[src/rtl/instr_encoder_pkg.sv]
// Shared definitions for the instruction encoder: op codes, field widths,
// request record, FSM state encoding and word-building helpers.
package instr_encoder_pkg;

    localparam int OP_W     = 4;
    localparam int REG_W    = 4;
    localparam int IMM_W    = 4;
    localparam int OPCODE_W = 8;
    localparam int INSTR_W  = OPCODE_W + 2 * REG_W;
    localparam int VAL_W    = 16;

    localparam logic [OP_W-1:0] OP_ADD   = 4'd0;
    localparam logic [OP_W-1:0] OP_ADDI  = 4'd1;
    localparam logic [OP_W-1:0] OP_SUB   = 4'd2;
    localparam logic [OP_W-1:0] OP_SUBI  = 4'd3;
    localparam logic [OP_W-1:0] OP_CMP   = 4'd4;
    localparam logic [OP_W-1:0] OP_CMPI  = 4'd5;
    localparam logic [OP_W-1:0] OP_AND   = 4'd6;
    localparam logic [OP_W-1:0] OP_ANDI  = 4'd7;
    localparam logic [OP_W-1:0] OP_OR    = 4'd8;
    localparam logic [OP_W-1:0] OP_ORI   = 4'd9;
    localparam logic [OP_W-1:0] OP_XOR   = 4'd10;
    localparam logic [OP_W-1:0] OP_XORI  = 4'd11;
    localparam logic [OP_W-1:0] OP_MOV   = 4'd12;
    localparam logic [OP_W-1:0] OP_MOVI  = 4'd13;
    localparam logic [OP_W-1:0] OP_LSHI  = 4'd14;
    localparam logic [OP_W-1:0] OP_LDI16 = 4'd15;

    // State names the word currently presented on the output register.
    typedef enum logic [1:0] {
        ST_IDLE    = 2'd0,
        ST_LDI_MOV = 2'd1,
        ST_LDI_SHL = 2'd2,
        ST_LDI_OR  = 2'd3
    } state_t;

    typedef struct packed {
        logic [OP_W-1:0]  op;
        logic [REG_W-1:0] rdst;
        logic [REG_W-1:0] rsrc;
        logic [VAL_W-1:0] imm;
    } req_t;

    localparam int REQ_W = $bits(req_t);

    function automatic logic is_imm_form(input logic [OP_W-1:0] op);
        return op[0] || (op == OP_LSHI);
    endfunction

    function automatic logic [INSTR_W-1:0] make_word(input logic [OP_W-1:0]  op,
                                                     input logic [REG_W-1:0] a,
                                                     input logic [REG_W-1:0] b);
        return {{(OPCODE_W-OP_W){1'b0}}, op, a, b};
    endfunction

endpackage

[src/rtl/instr_encoder_req_fifo.sv]
// Request buffer: synchronous FIFO with occupancy count and full/empty flags.
// A push while full is dropped, a pop while empty is ignored.
module req_fifo #(
    parameter int WIDTH = 8,
    parameter int DEPTH = 4
) (
    input  logic                   clk_i,
    input  logic                   rst_i,
    input  logic                   push_i,
    input  logic [WIDTH-1:0]       wdata_i,
    input  logic                   pop_i,
    output logic [WIDTH-1:0]       rdata_o,
    output logic                   full_o,
    output logic                   empty_o,
    output logic [$clog2(DEPTH):0] count_o
);

    localparam int AW = $clog2(DEPTH);

    logic [WIDTH-1:0] mem_q [DEPTH];
    logic [AW-1:0]    wr_ptr_q;
    logic [AW-1:0]    rd_ptr_q;
    logic [AW:0]      count_q;
    logic             do_push;
    logic             do_pop;

    assign full_o  = (count_q == (AW+1)'(DEPTH));
    assign empty_o = (count_q == '0);
    assign count_o = count_q;
    assign rdata_o = mem_q[rd_ptr_q];

    assign do_push = push_i && !full_o;
    assign do_pop  = pop_i && !empty_o;

    always_ff @(posedge clk_i or posedge rst_i) begin
        if (rst_i) begin
            wr_ptr_q <= '0;
            rd_ptr_q <= '0;
            count_q  <= '0;
        end else begin
            if (do_push) begin
                wr_ptr_q <= wr_ptr_q + 1'b1;
            end
            if (do_pop) begin
                rd_ptr_q <= rd_ptr_q + 1'b1;
            end
            case ({do_push, do_pop})
                2'b10:   count_q <= count_q + 1'b1;
                2'b01:   count_q <= count_q - 1'b1;
                default: count_q <= count_q;
            endcase
        end
    end

    // Storage needs no reset: entries are only read once counted in.
    always_ff @(posedge clk_i) begin
        if (do_push) begin
            mem_q[wr_ptr_q] <= wdata_i;
        end
    end

endmodule

[src/rtl/instr_encoder.sv]
// Encodes buffered ALU requests into {opcode,A,B}+imm words and expands LDI16
// into MOVI/LSHI/ORI. Optional macro LDI_SKIP_ZERO_EN drops ORI of zero nibbles.
module instr_encoder
    import instr_encoder_pkg::*;
#(
    parameter int FIFO_DEPTH = 4,
    parameter int LDI_SHIFT  = 4
) (
    input  logic               Clock,
    input  logic               reset,
    // Handshakes: a transfer happens on a rising edge where valid && ready;
    // the source holds its payload until then, the sink may stall via ready.
    input  logic               req_valid,
    output logic               req_ready,
    input  logic [OP_W-1:0]    req_op,
    input  logic [REG_W-1:0]   req_rdst,
    input  logic [REG_W-1:0]   req_rsrc,
    input  logic [VAL_W-1:0]   req_imm,
    output logic               instr_valid,
    input  logic               instr_ready,
    output logic [INSTR_W-1:0] instruction,
    output logic [IMM_W-1:0]   imm,
    output logic               busy,
    output state_t             dbg_state_o
);

    localparam int CW = $clog2(FIFO_DEPTH) + 1;
    localparam logic [IMM_W-1:0] SHIFT_IMM = IMM_W'(LDI_SHIFT);

    req_t              push_data;
    req_t              head;
    logic              fifo_full;
    logic              fifo_empty;
    logic              fifo_pop;
    logic [CW-1:0]     fifo_count;

    state_t            state_q;
    logic [1:0]        s_q;
    logic [REG_W-1:0]  rdst_q;
    logic [11:0]       v_q;
    logic              valid_q;
    logic [INSTR_W-1:0] instr_q;
    logic [IMM_W-1:0]  imm_q;

    logic              advance;
    logic [IMM_W-1:0]  nib;
    logic              skip_or;
    logic              seq_done;
    logic              head_imm_form;
    logic [INSTR_W-1:0] head_word;
    logic [IMM_W-1:0]  head_imm;
    logic [INSTR_W-1:0] lshi_word;
    logic [INSTR_W-1:0] ori_word;

    assign push_data = '{op: req_op, rdst: req_rdst, rsrc: req_rsrc, imm: req_imm};

    req_fifo #(
        .WIDTH (REQ_W),
        .DEPTH (FIFO_DEPTH)
    ) u_req_fifo (
        .clk_i   (Clock),
        .rst_i   (reset),
        .push_i  (req_valid),
        .wdata_i (push_data),
        .pop_i   (fifo_pop),
        .rdata_o (head),
        .full_o  (fifo_full),
        .empty_o (fifo_empty),
        .count_o (fifo_count)
    );

    assign req_ready = !fifo_full;
    assign advance   = !valid_q || instr_ready;

    always_comb begin
        case (s_q)
            2'd0:    nib = v_q[3:0];
            2'd1:    nib = v_q[7:4];
            default: nib = v_q[11:8];
        endcase
    end

`ifdef LDI_SKIP_ZERO_EN
    assign skip_or = (nib == '0);
`else
    assign skip_or = 1'b0;
`endif

    // The last word of an LDI16 is leaving, so the next request may follow
    // on the same edge without a bubble.
    assign seq_done = ((state_q == ST_LDI_OR) && (s_q == 2'd0)) ||
                      ((state_q == ST_LDI_SHL) && skip_or && (s_q == 2'd0));
    assign fifo_pop = advance && !fifo_empty && ((state_q == ST_IDLE) || seq_done);

    assign head_imm_form = is_imm_form(head.op);
    assign head_word     = make_word(head.op, head.rdst, head_imm_form ? '0 : head.rsrc);
    assign head_imm      = head_imm_form ? head.imm[IMM_W-1:0] : '0;
    assign lshi_word     = make_word(OP_LSHI, rdst_q, '0);
    assign ori_word      = make_word(OP_ORI, rdst_q, '0);

    always_ff @(posedge Clock or posedge reset) begin
        if (reset) begin
            state_q <= ST_IDLE;
            s_q     <= '0;
            rdst_q  <= '0;
            v_q     <= '0;
            valid_q <= 1'b0;
            instr_q <= '0;
            imm_q   <= '0;
        end else if (advance) begin
            if (fifo_pop) begin
                valid_q <= 1'b1;
                if (head.op == OP_LDI16) begin
                    state_q <= ST_LDI_MOV;
                    rdst_q  <= head.rdst;
                    v_q     <= head.imm[11:0];
                    instr_q <= make_word(OP_MOVI, head.rdst, '0);
                    imm_q   <= head.imm[15:12];
                end else begin
                    state_q <= ST_IDLE;
                    instr_q <= head_word;
                    imm_q   <= head_imm;
                end
            end else begin
                case (state_q)
                    ST_LDI_MOV: begin
                        s_q     <= 2'd2;
                        instr_q <= lshi_word;
                        imm_q   <= SHIFT_IMM;
                        state_q <= ST_LDI_SHL;
                    end
                    ST_LDI_SHL: begin
                        if (!skip_or) begin
                            instr_q <= ori_word;
                            imm_q   <= nib;
                            state_q <= ST_LDI_OR;
                        end else if (s_q != 2'd0) begin
                            s_q     <= s_q - 2'd1;
                            instr_q <= lshi_word;
                            imm_q   <= SHIFT_IMM;
                        end else begin
                            valid_q <= 1'b0;
                            state_q <= ST_IDLE;
                        end
                    end
                    ST_LDI_OR: begin
                        if (s_q != 2'd0) begin
                            s_q     <= s_q - 2'd1;
                            instr_q <= lshi_word;
                            imm_q   <= SHIFT_IMM;
                            state_q <= ST_LDI_SHL;
                        end else begin
                            valid_q <= 1'b0;
                            state_q <= ST_IDLE;
                        end
                    end
                    default: begin
                        valid_q <= 1'b0;
                    end
                endcase
            end
        end
    end

    assign instr_valid = valid_q;
    assign instruction = instr_q;
    assign imm         = imm_q;
    assign busy        = valid_q || (state_q != ST_IDLE) || (fifo_count != '0);
    assign dbg_state_o = state_q;

endmodule

[config.mk]
export PLATFORM = sky130hd
export DESIGN_NAME = instr_encoder
export DESIGN_NICKNAME = d
export VERILOG_FILES = /design/src/rtl/instr_encoder_pkg.sv /design/src/rtl/instr_encoder_req_fifo.sv /design/src/rtl/instr_encoder.sv
export SDC_FILE = /design/constraint.sdc
export NUM_CORES = 1
export LEC_CHECK = 0
export ABC_AREA = 1
export BUFFER_PORTS_ARGS = -buffer_cell sky130_fd_sc_hd__buf_2
export CAP_MARGIN = 20
export CORE_MARGIN = 2
export CORE_UTILIZATION = 64
export DETAILED_ROUTE_END_ITERATION = 10
export MAX_ROUTING_LAYER = met4
export PLACE_DENSITY = 0.85
export SKIP_LAST_GASP = 1
export SYNTH_ARGS = -nofsm -noshare
export SYNTH_HDL_FRONTEND = slang
export SYNTH_HIERARCHICAL = 1
export SYNTH_SLANG_ARGS = --single-unit
[constraint.sdc]
create_clock -name Clock -period 6.2 [get_ports Clock]
set_input_delay 0.31 -clock Clock [delete_from_list [all_inputs] [get_ports Clock]]
set_output_delay 0.31 -clock Clock [all_outputs]
set_load 0.05 [all_outputs]
==> results.toml <==
[outcome]
outcome = "finished clean"

[synth]
synth_edf_count = 112
synthDistinctLibCells = 31
synth_common_cells = "nand2_1 (194), edfxtp_1 (112), inv_1 (94), o211ai_1 (56), dfrtp_1 (44)"
async_reset_ff_share_pct = 28.2
ys_warn_count = 6
syn_avg_cell_area_um2 = 10.8
syn_area_um2 = 6830
yosysTopAreaCell = "edfxtp_1"
ys_top_cells_by_area = "edfxtp_1 (49%), dfrtp_1 (16%), nand2_1 (11%)"
ys_seq_area_share_pct = 65.4
syn_inst = 633
synthFlopType = "edfxtp_1"
synth.top_cell.area_share_pct = 49.2
synth_most_common_cell = "nand2_1"
synth_seq_cells = 156

[place]
gp_congestion = 0.927
dpl.cell_count = 804
io_buffers = 52
hpwl_um = 8490

[global_routing]
grt_pass1_vias = 4784
grt_pass1_wl_um = 22900
antenna_found_initial = 0
grt_usage_pct = 27.2
grt_max_degree = 78
overflow = 0

[detailed_routing]
antenna_left = 0
first_iter_violations = 427
avgRoutedWirePerCell_um = 16.4
viasPerCell = 5.58
drt_pass1_iterations = 5
drc_errors = 0
drt_wl_total_um = 14100
vias = 4802

[sta]
setup_violations = 0
hold_violations = 0
fin_worst_skew_ps = 7.52
drv_slew = 0
grt_setup_unrepaired = "no"
tightestPinTransition_ps = 1040
fin_setup_tns_ps = 0
post-route-period-util_pct = 54.0
fin_crit_ps = 3350
fmaxAchievable_ghz = 0.299
relSlewSlack_pct = 30.7

[setup_path]
r2r-start = "u_req_fifo/rd_ptr_q[1]"
cp-start-kind = "register"
reg2reg_to = "rdst_q[2]"
critical_path_arrival_ps = 3730
crit_type = "register to register"
cp_max_fo = 30
cp.required_ps = 6580
r2r_cells = 11
rrSetupSlack_ps = 2850
cp-end-kind = "register"

[layout]
fin_util_pct = 77.5
fin_nets = 756
seq_area_um2 = 4460
instances_no_fill = 861
n_antenna_cell = 0
layout-drive-gt1-share_pct = 14.5
nFillCells = 599
multi_input_area_um2 = 1800
area_delta_synth_final_pct = 17.1

[die]
fp-row-count = 37
die_h_um = 107
die_area_um2 = 11500
io_pins = 57
core_um2 = 10300
die_x_um = 107
start_util_pct = 66.1

[job]
cap_violations = 0

[worst_hold_path]
hold_path_startpoint = "req_op[2]"
min_path_type = "input port to register"
holdPathEnd = "u_req_fifo/mem_q[2][26]"
whs_path_depth = 1

[clock_network]
htree_levels = 4
cts_root_buf = "clkbuf_8"
insertion_delay_ps = 520
cts_sinks = 156
cts_tree = "yes"
cts_made_buffers = 17
path_clk_slew_ps = 60
ctsLongestPathBuffers = 2

[power]
p_leak_uw = 0.00359
p_per_area_nw_per_um2 = 503
ir_worst_vdd_uv = 284
power_uw = 4030
-- sequential cells by signal, indices dropped and copies added (netlist names), 2 cells and up --
| name | cells |
|---|---|
| instruction | 12 |
| u_req_fifo/count_o | 3 |
| v_q | 12 |
| s_q | 2 |
| dbg_state_o | 2 |
| u_req_fifo/wr_ptr_q | 2 |
| u_req_fifo/mem_q | 112 |
| u_req_fifo/rd_ptr_q | 2 |
| imm | 4 |
| rdst_q | 4 |
-- cells in the final DEF (no fill, tap or decap), drive strengths merged --
master       synthesis  routed
nand2              197     197
edfxtp             112     112
inv                 96      98
buf                 22      59
o211ai              56      56
dfrtp               44      44
nor2                28      28
dlygate4sd3          0      25
nand3               21      21
clkbuf               5      17
o21ai               16      16
ha                  11      11
clkinv               1       8
a21oi                7       7
nand4                5       5
bufinv               0       5
a31oi                4       4
conb                 1       4
nor3                 2       2
or2                  1       1
a211oi               1       1
o22a                 1       1
clkinvlp             0       1
xnor2                1       1
fa                   1       1
-- where the power goes --
| group | internal [uW] | switching, uW |
|---|---|---|
| sequential | 1390 | 105 |
| combinational | 381 | 1050 |
| clock | 694 | 404 |
-- cell type report --
cell class              instances  area share (%)
clock inverters                15            2.74
well taps                     136            2.13
inverters                      97            4.61
clock buffers                  17            5.18
repair buffers                 84            7.04
multi-input cells             356            22.5
flip-flops and latches        156            55.8
-- logic make-up after synthesis --
kind of cell    Yosys count  share of synthesized area (%)
compound gates           85                           8.56
simple gates            254                           15.0
xor+xnor                  1                          0.128
fa+ha+maj                12                           2.31
flops                   156                           65.4
buf+inv                 124                           8.57
other cells               1                         0.0549
-- worst max-delay path: stages, from the launching register on --
cell	delay (ps)
dfrtp_1	360
buf_4	250
inv_1	800
o211ai_1	230
nand2_1	210
nand2_1	100
nor2_2	160
inv_1	170
nor2_2	450
inv_2	250
nand2_1	120
o21ai_0	100
-- how the worst max path moves through the flow --
| stage | slack (ps) | end | cells past startpoint | startpoint |
|---|---|---|---|---|
| after floorplan | 3610 | u_req_fifo/count_o[2] | 15 | dbg_state_o[1] |
| after detailed placement | 3010 | rdst_q[2] | 11 | u_req_fifo/rd_ptr_q[1] |
| final | 2850 | rdst_q[2] | 11 | u_req_fifo/rd_ptr_q[1] |
| after CTS | 2970 | rdst_q[2] | 11 | u_req_fifo/rd_ptr_q[1] |
| after global placement | 3190 | rdst_q[2] | 11 | u_req_fifo/rd_ptr_q[1] |
| after global routing | 2550 | rdst_q[2] | 11 | u_req_fifo/rd_ptr_q[1] |
-- through the flow --
step	area (um^2)	setup slack, ps	hold slack, ps
global placement	7120	3190	270
global route	8000	2550	10.4
finish	8000	2850	34.3
CTS	8000	2970	2.99
detailed placement	7120	3010	266
floorplan	6840	3610	113
-- timing repair --
item	in CTS	in global routing
hold buffers	25	0
gates resized for setup	0	0
hold endpoints to repair	134	0
buffers inserted	0	0
-- routing by layer --
metal  part of all wire, %  GRT usage [%]
met1                    41           33.7
met2                    51           44.3
met4                   1.7           10.3
met5                     0              -
met3                   6.9           5.99
No activity file was read; power rests on OpenSTA's default activity.
